$ cat src/rtl/rf_ctrl_pkg.sv
// Shared types and default sizes for the register-file port controller.
package rf_ctrl_pkg;

  localparam int DATA_W_DEFAULT = 32;
  localparam int ADDR_W_DEFAULT = 5;
  localparam int NUM_REGS       = 2 ** ADDR_W_DEFAULT;

  typedef enum logic [1:0] {RUN, DRAIN, DBG_ACC, DBG_ACK} rf_state_e;

  typedef enum logic [1:0] {SRC_WB, SRC_LD, SRC_DBG} req_src_e;

endpackage

$ cat src/rtl/rf_scoreboard.sv
// Pending-load scoreboard: one bit per register, bit 0 never set.
// A set and a clear of the same index on one edge leave the bit set.
module rf_scoreboard
  import rf_ctrl_pkg::*;
#(
  parameter int ADDR_W = ADDR_W_DEFAULT
) (
  input  logic              clk,
  input  logic              reset,
  input  logic              set_en,
  input  logic [ADDR_W-1:0] set_addr,
  input  logic              clr_en,
  input  logic [ADDR_W-1:0] clr_addr,
  input  logic [ADDR_W-1:0] q_addr_1,
  input  logic [ADDR_W-1:0] q_addr_2,
  output logic              q_pend_1,
  output logic              q_pend_2
);

  logic [(2**ADDR_W)-1:0] pend;
  logic [(2**ADDR_W)-1:0] set_mask;
  logic [(2**ADDR_W)-1:0] clr_mask;

  always_comb begin
    set_mask = '0;
    clr_mask = '0;
    if (set_en) set_mask[set_addr] = 1'b1;
    if (clr_en) clr_mask[clr_addr] = 1'b1;
    set_mask[0] = 1'b0;
  end

  // Clear first, then OR in the set so the set wins on a collision.
  always_ff @(posedge clk or posedge reset) begin
    if (reset) pend <= '0;
    else       pend <= (pend & ~clr_mask) | set_mask;
  end

  assign q_pend_1 = pend[q_addr_1];
  assign q_pend_2 = pend[q_addr_2];

endmodule

$ cat src/rtl/rf_port_ctrl.sv
// Register-file write-port arbiter, load scoreboard, hazard stall and debug access.
// Optional macro RF_PORT_CTRL_BYPASS_EN forwards the in-flight write to the read operands.
module rf_port_ctrl
  import rf_ctrl_pkg::*;
#(
  parameter int DATA_W = DATA_W_DEFAULT,
  parameter int ADDR_W = ADDR_W_DEFAULT
) (
  input  logic              clk,
  input  logic              reset,
  input  logic [ADDR_W-1:0] rs1_addr,
  input  logic [ADDR_W-1:0] rs2_addr,
  output logic [DATA_W-1:0] rs1_data,
  output logic [DATA_W-1:0] rs2_data,
  output logic              stall,
  input  logic              wb_valid,
  output logic              wb_ready,
  input  logic [ADDR_W-1:0] wb_addr,
  input  logic [DATA_W-1:0] wb_data,
  input  logic              ld_valid,
  output logic              ld_ready,
  input  logic [ADDR_W-1:0] ld_addr,
  input  logic [DATA_W-1:0] ld_data,
  input  logic              sb_set,
  input  logic [ADDR_W-1:0] sb_addr,
  input  logic              dbg_req,
  input  logic              dbg_we,
  input  logic [ADDR_W-1:0] dbg_addr,
  input  logic [DATA_W-1:0] dbg_wdata,
  output logic              dbg_ack,
  output logic [DATA_W-1:0] dbg_rdata,
  output logic [ADDR_W-1:0] rf_rd_addr_1,
  output logic [ADDR_W-1:0] rf_rd_addr_2,
  input  logic [DATA_W-1:0] rf_rd_data_1,
  input  logic [DATA_W-1:0] rf_rd_data_2,
  output logic              rf_wr_en,
  output logic [ADDR_W-1:0] rf_wr_addr,
  output logic [DATA_W-1:0] rf_wr_data
);

  rf_state_e state, state_next;
  req_src_e  rr_last;
  logic      wr_is_ld;
  logic      arb_ok, wb_go, ld_go, dbg_wr_go;
  logic      pend_1, pend_2, fwd_1, fwd_2, haz_1, haz_2;

  always_ff @(posedge clk or posedge reset) begin
    if (reset) state <= RUN;
    else       state <= state_next;
  end

  // A tie goes to whichever source did not win last.
  always_comb begin
    state_next = state;
    case (state)
      RUN:     if (dbg_req) state_next = DRAIN;
      DRAIN:   state_next = DBG_ACC;
      DBG_ACC: state_next = DBG_ACK;
      DBG_ACK: state_next = RUN;
      default: state_next = RUN;
    endcase
    arb_ok    = (state == RUN) && !dbg_req;
    wb_ready  = arb_ok && (!ld_valid || (rr_last != SRC_WB));
    ld_ready  = arb_ok && (!wb_valid || (rr_last != SRC_LD));
    wb_go     = wb_valid && wb_ready;
    ld_go     = ld_valid && ld_ready;
    dbg_wr_go = (state == DBG_ACC) && dbg_we;
  end

  always_ff @(posedge clk or posedge reset) begin
    if (reset) begin
      rf_wr_en   <= 1'b0;
      rf_wr_addr <= '0;
      rf_wr_data <= '0;
      wr_is_ld   <= 1'b0;
      rr_last    <= SRC_LD;
    end else begin
      rf_wr_en <= 1'b0;
      wr_is_ld <= 1'b0;
      if (wb_go) begin
        rf_wr_en   <= (wb_addr != '0);
        rf_wr_addr <= wb_addr;
        rf_wr_data <= wb_data;
        rr_last    <= SRC_WB;
      end else if (ld_go) begin
        rf_wr_en   <= (ld_addr != '0);
        rf_wr_addr <= ld_addr;
        rf_wr_data <= ld_data;
        wr_is_ld   <= 1'b1;
        rr_last    <= SRC_LD;
      end else if (dbg_wr_go) begin
        rf_wr_en   <= (dbg_addr != '0);
        rf_wr_addr <= dbg_addr;
        rf_wr_data <= dbg_wdata;
      end
    end
  end

  always_ff @(posedge clk or posedge reset) begin
    if (reset) begin
      dbg_ack   <= 1'b0;
      dbg_rdata <= '0;
    end else begin
      dbg_ack <= (state == DBG_ACC);
      if ((state == DBG_ACC) && !dbg_we) dbg_rdata <= rf_rd_data_1;
    end
  end

  rf_scoreboard #(.ADDR_W(ADDR_W)) u_sb (
    .clk      (clk),
    .reset    (reset),
    .set_en   (sb_set),
    .set_addr (sb_addr),
    .clr_en   (rf_wr_en && wr_is_ld),
    .clr_addr (rf_wr_addr),
    .q_addr_1 (rs1_addr),
    .q_addr_2 (rs2_addr),
    .q_pend_1 (pend_1),
    .q_pend_2 (pend_2)
  );

  assign rf_rd_addr_1 = (state == DBG_ACC) ? dbg_addr : rs1_addr;
  assign rf_rd_addr_2 = rs2_addr;

  assign fwd_1 = rf_wr_en && (rs1_addr != '0) && (rf_wr_addr == rs1_addr);
  assign fwd_2 = rf_wr_en && (rs2_addr != '0) && (rf_wr_addr == rs2_addr);

`ifdef RF_PORT_CTRL_BYPASS_EN
  // A load sitting in rf_wr_* is forwarded, so its scoreboard bit no longer blocks.
  assign haz_1    = (rs1_addr != '0) && pend_1 && !(fwd_1 && wr_is_ld);
  assign haz_2    = (rs2_addr != '0) && pend_2 && !(fwd_2 && wr_is_ld);
  assign rs1_data = fwd_1 ? rf_wr_data : rf_rd_data_1;
  assign rs2_data = fwd_2 ? rf_wr_data : rf_rd_data_2;
`else
  assign haz_1    = (rs1_addr != '0) && (pend_1 || fwd_1);
  assign haz_2    = (rs2_addr != '0) && (pend_2 || fwd_2);
  assign rs1_data = rf_rd_data_1;
  assign rs2_data = rf_rd_data_2;
`endif

  assign stall = (state != RUN) || dbg_req || haz_1 || haz_2;

endmodule
$ cat config.mk
export PLATFORM = sky130hd
export DESIGN_NAME = rf_port_ctrl
export DESIGN_NICKNAME = d
export VERILOG_FILES = /design/src/rtl/rf_ctrl_pkg.sv /design/src/rtl/rf_scoreboard.sv /design/src/rtl/rf_port_ctrl.sv
export SDC_FILE = /design/constraint.sdc
export NUM_CORES = 1
export LEC_CHECK = 0
export ABC_AREA = 1
export CELL_PAD_IN_SITES_DETAIL_PLACEMENT = 0
export CELL_PAD_IN_SITES_GLOBAL_PLACEMENT = 1
export CORE_MARGIN = 2
export CORE_UTILIZATION = 27
export CTS_CLUSTER_SIZE = 14
export DETAILED_ROUTE_END_ITERATION = 16
export GPL_ROUTABILITY_DRIVEN = 0
export PLACE_DENSITY = 0.8
export SYNTH_ARGS = -nofsm -noshare
export SYNTH_HDL_FRONTEND = slang
export SYNTH_SLANG_ARGS = --single-unit
$ cat constraint.sdc
create_clock -name clk -period 4 [get_ports clk]
set_clock_uncertainty 0.2 [all_clocks]
set_input_delay 0.4 -clock clk [delete_from_list [all_inputs] [get_ports clk]]
set_output_delay 0.4 -clock clk [all_outputs]
set_load 0.01 [all_outputs]
==> impl_summary.md <==
Placement
In this run, placement finished with an instance count of roughly 1,300. The count of buffers added on input and output ports is 280. The HPWL after detailed placement is 17,300 um.

Prior to clock tree synthesis, the placed netlist has a worst setup slack of around 740 ps.

CTS
The cell sitting at the root of the clock tree is a clkbuf_16. The maximum clock path buffer count is 2. Clock-pin slew was measured on the worst setup and hold paths at 70 ps. CTS saw around 110 sinks. The clock latency reported for the late side of the worst-skew pair is around 350 ps. The number of buffers added for setup after CTS is 0. The number of gates resized after CTS was 0. The H-tree was split into 3 levels.

The number of CTS-inserted buffers is 9. The number of buffers inserted by hold repair at cts is 0. The clock tree from TritonCTS is yes.

Final layout
The area of the multi-input gates is about 2700 um2. The number of standard cells in the layout, taps in and fillers out is 1,307. Compared with the post-synthesis result, the final layout area differs by 45.3%.

The final layout contains 1,181 nets. The fraction of final layout cells with drive strength greater than 1 is 7.70%. The flip-flop and latch area is 2680 um2. The count of fill cells added during filler insertion is 2,431.

GRT
The number of global-route vias before repair is 6,023. The wire length of the first global-routing pass is 33,500 um. The number of antenna violations at the first check in global routing came to 1. For this run, the total global-route usage over all layers was measured as 17.6%. Summed over all layers, the global routing overflow is 0.

Entering global routing, the biggest net connects 68 pins.

Drt
The iteration count of the initial detailed-routing pass is 5. For this block, wires on met1 add up to 9150 um. In the final routed layout, each cell accounts on average for 16.9 um. The final wirelength is 22,000 um. The detail route stage leaves a number of antenna-violating nets equal to 0.

The violation count after the first detailed-routing iteration is 369. The detail-routed via count per cell is about 4.7. The length of routed met3 wiring is 1770 um. The number of design rule violations left after detail routing is 0.

Routed signal wires occupy layers up through met4. The via total after detailed routing is 6,097. Summed over all nets, wire length on met2 after detailed routing comes to 10,700 um.

Synth
In this run the mean area of a mapped cell was 8.06 um2. Counting flops with an async set or reset pin after synthesis yields a share of 100%. The post-synth design cell area is ~6400 um2. When the netlist entered floorplanning its net count stood at 988. The dominant synthesized flop cell is dfrtp_1.

The share of Yosys cell area claimed by the top area cell type is 41.7%. dfrtp_1 takes more of the synthesized area than any other cell. The commonest cells after synthesis are nand2_1, dfrtp_1, o21ai_0. The total number of yosys warnings is 0. The cell with the most instances after synthesis is nand2_1. Summing the sequential cell areas from Yosys gives 42.1% of the chip area.

After technology mapping, the gate count stands at slightly below 800. In the post-synthesis netlist, the biggest area contributors are dfrtp_1, nand2_1, buf_4. After synthesis, the netlist uses 37 different library cells. The number of enable-type register cells in the synthesized netlist is 0.

After synthesis the netlist holds a flip-flop and latch count of 107.

Timing
The timing-limited maximum frequency is 0.304 GHz. Subtracting the final worst setup slack from the clock period gives 3290 ps. Setup violations remaining at the end of the flow were counted as 0. Setup repair after global routing left no endpoint under its margin.

In the final timing run, aggregate negative setup slack is 0 ps. The max-slew violation count is 0. The worst pin sits at a relative slew slack of approximately 49%. For the pin with the worst max-slew slack, the measured transition is 759 ps.

The post-layout worst setup margin is 712 ps. The final hold violation count is 0. After layout, the worst path uses 82.2% of the clock period.

Floorplan
The floorplan step defined a die boundary enclosing 24,800 um2. The die outline height is 157 um. The effective utilization at floorplan is 27.3%. The number of I/O pins is 345. From left edge to right edge, the die measures 157 um. In this run the standard cell core region covers 23,300 um2. The number of placement rows is 56.

Worst setup path
In this run the worst path has a maximum fanout of 21. The worst setup path is captured at an output pin. The worst setup path is of the in2out kind. The required time of the critical path is 3400 ps.

The critical path data arrival time is 2690 ps. The kind of launch point of the worst setup path is a primary input.

Pwr
The highest ir drop seen on vdd is 0.282 mV. Power spread over the standard cell area amounts to 571 nW/um2. The leakage component of the power is roughly 0.0039 uW.

Flow run
The number of maximum-capacitance constraint violations is 0.

Min path
The min-delay analysis places its worst path in the category in2async.

Outcome
The flow ran to the end, and the final reports show no timing, DRC or antenna violations.
## layout make-up
| class | count | area share [%] |
|---|---|---|
| multi-input combinational | 509 | 29.3 |
| inverter | 69 | 2.86 |
| clock inverter | 7 | 1.10 |
| sequential | 107 | 29.0 |
| clock buffer | 9 | 2.44 |
| timing repair buffer | 286 | 31.0 |
| tap | 319 | 4.32 |
| antenna | 1 | 0.0271 |
## layout by cell type, fill, tap and decap left out, drive strengths merged, types with 7 or more instances in the layout
master	instances
a31oi	7
nor2	35
clkdlybuf4s50	280
inv	70
nand2	189
dfrtp	106
o21ai	113
nand3	87
a41oi	10
clkbuf	9
a21oi	7
mux2	33
## cell families after synthesis
kind of cell    count (synthesis)  synth area share [%]
fa+ha+maj                       2                 0.393
flops                         107                  42.1
simple gates                  317                  21.4
xor+xnor                        1                 0.138
mux                            33                  5.84
buf+inv                       173                  15.3
compound gates                156                  14.9
## power breakdown
| part | switching, uW | total (uW) | leakage, uW | internal (uW) |
|---|---|---|---|---|
| sequential | 288 | 1800 | 0.00118 | 1510 |
| combinational | 1200 | 2500 | 0.00254 | 1300 |
| clock | 425 | 978 | 0.000152 | 554 |
## through the flow
| step | total power (uW) | instance area, um2 | utilization (%) | hold WS, ps |
|---|---|---|---|---|
| 3_5_place_dp | 4340 | 8910 | 38.3 | 272 |
| 2_1_floorplan | 3070 | 6360 | - | 270 |
| 3_3_place_gp | 4320 | 8910 | 38.3 | 265 |
| 4_1_cts | 5350 | 9240 | 39.7 | 244 |
| 6_report | 5270 | 9240 | 39.7 | 236 |
| 5_1_grt | 5650 | 9240 | 39.7 | 279 |
## worst max-delay path, stage by stage
cell,delay (ps)
clkdlybuf4s50_1,460
buf_4,220
inv_1,260
nand2_1,140
nand3_1,70
nand2_1,90
nand2_1,50
nand2_1,60
inv_1,30
nand2_1,50
nand2_1,40
nand3_1,60
nand2_1,60
nand3_1,80
clkdlybuf4s50_1,590
## path summary, 6_finish.rpt
check | slack, ps | start | cells past startpoint | to
hold reg to reg | 290 | rf_wr_data[0] | 2 | rf_wr_data[0]
min in group clk | 290 | rf_wr_data[0] | 2 | rf_wr_data[0]
max in group asynchronous | 2570 | reset | 3 | rr_last[0]
setup reg to reg | 1360 | state[0] | 8 | rf_wr_addr[4]
hold / removal | 240 | reset | 2 | dbg_rdata[19]
setup / recovery | 710 | rs1_addr[0] | 15 | stall
## registers in the layout, indices dropped and copies added, names as in the netlist
signal and cells:
wr_is_ld 1, state 2, rf_wr_data 32, u_sb.pend 32
dbg_rdata 32, dbg_ack 1, rf_wr_en 1, rr_last 1
rf_wr_addr 5
## metal layers
metal	GRT usage (%)	vias up
met5	0	-
met4	5.41	0
met3	5.40	31
met2	30.3	254
met1	21.0	2872
li1	-	2940
Note: power is estimated with default switching activity, not from simulation.
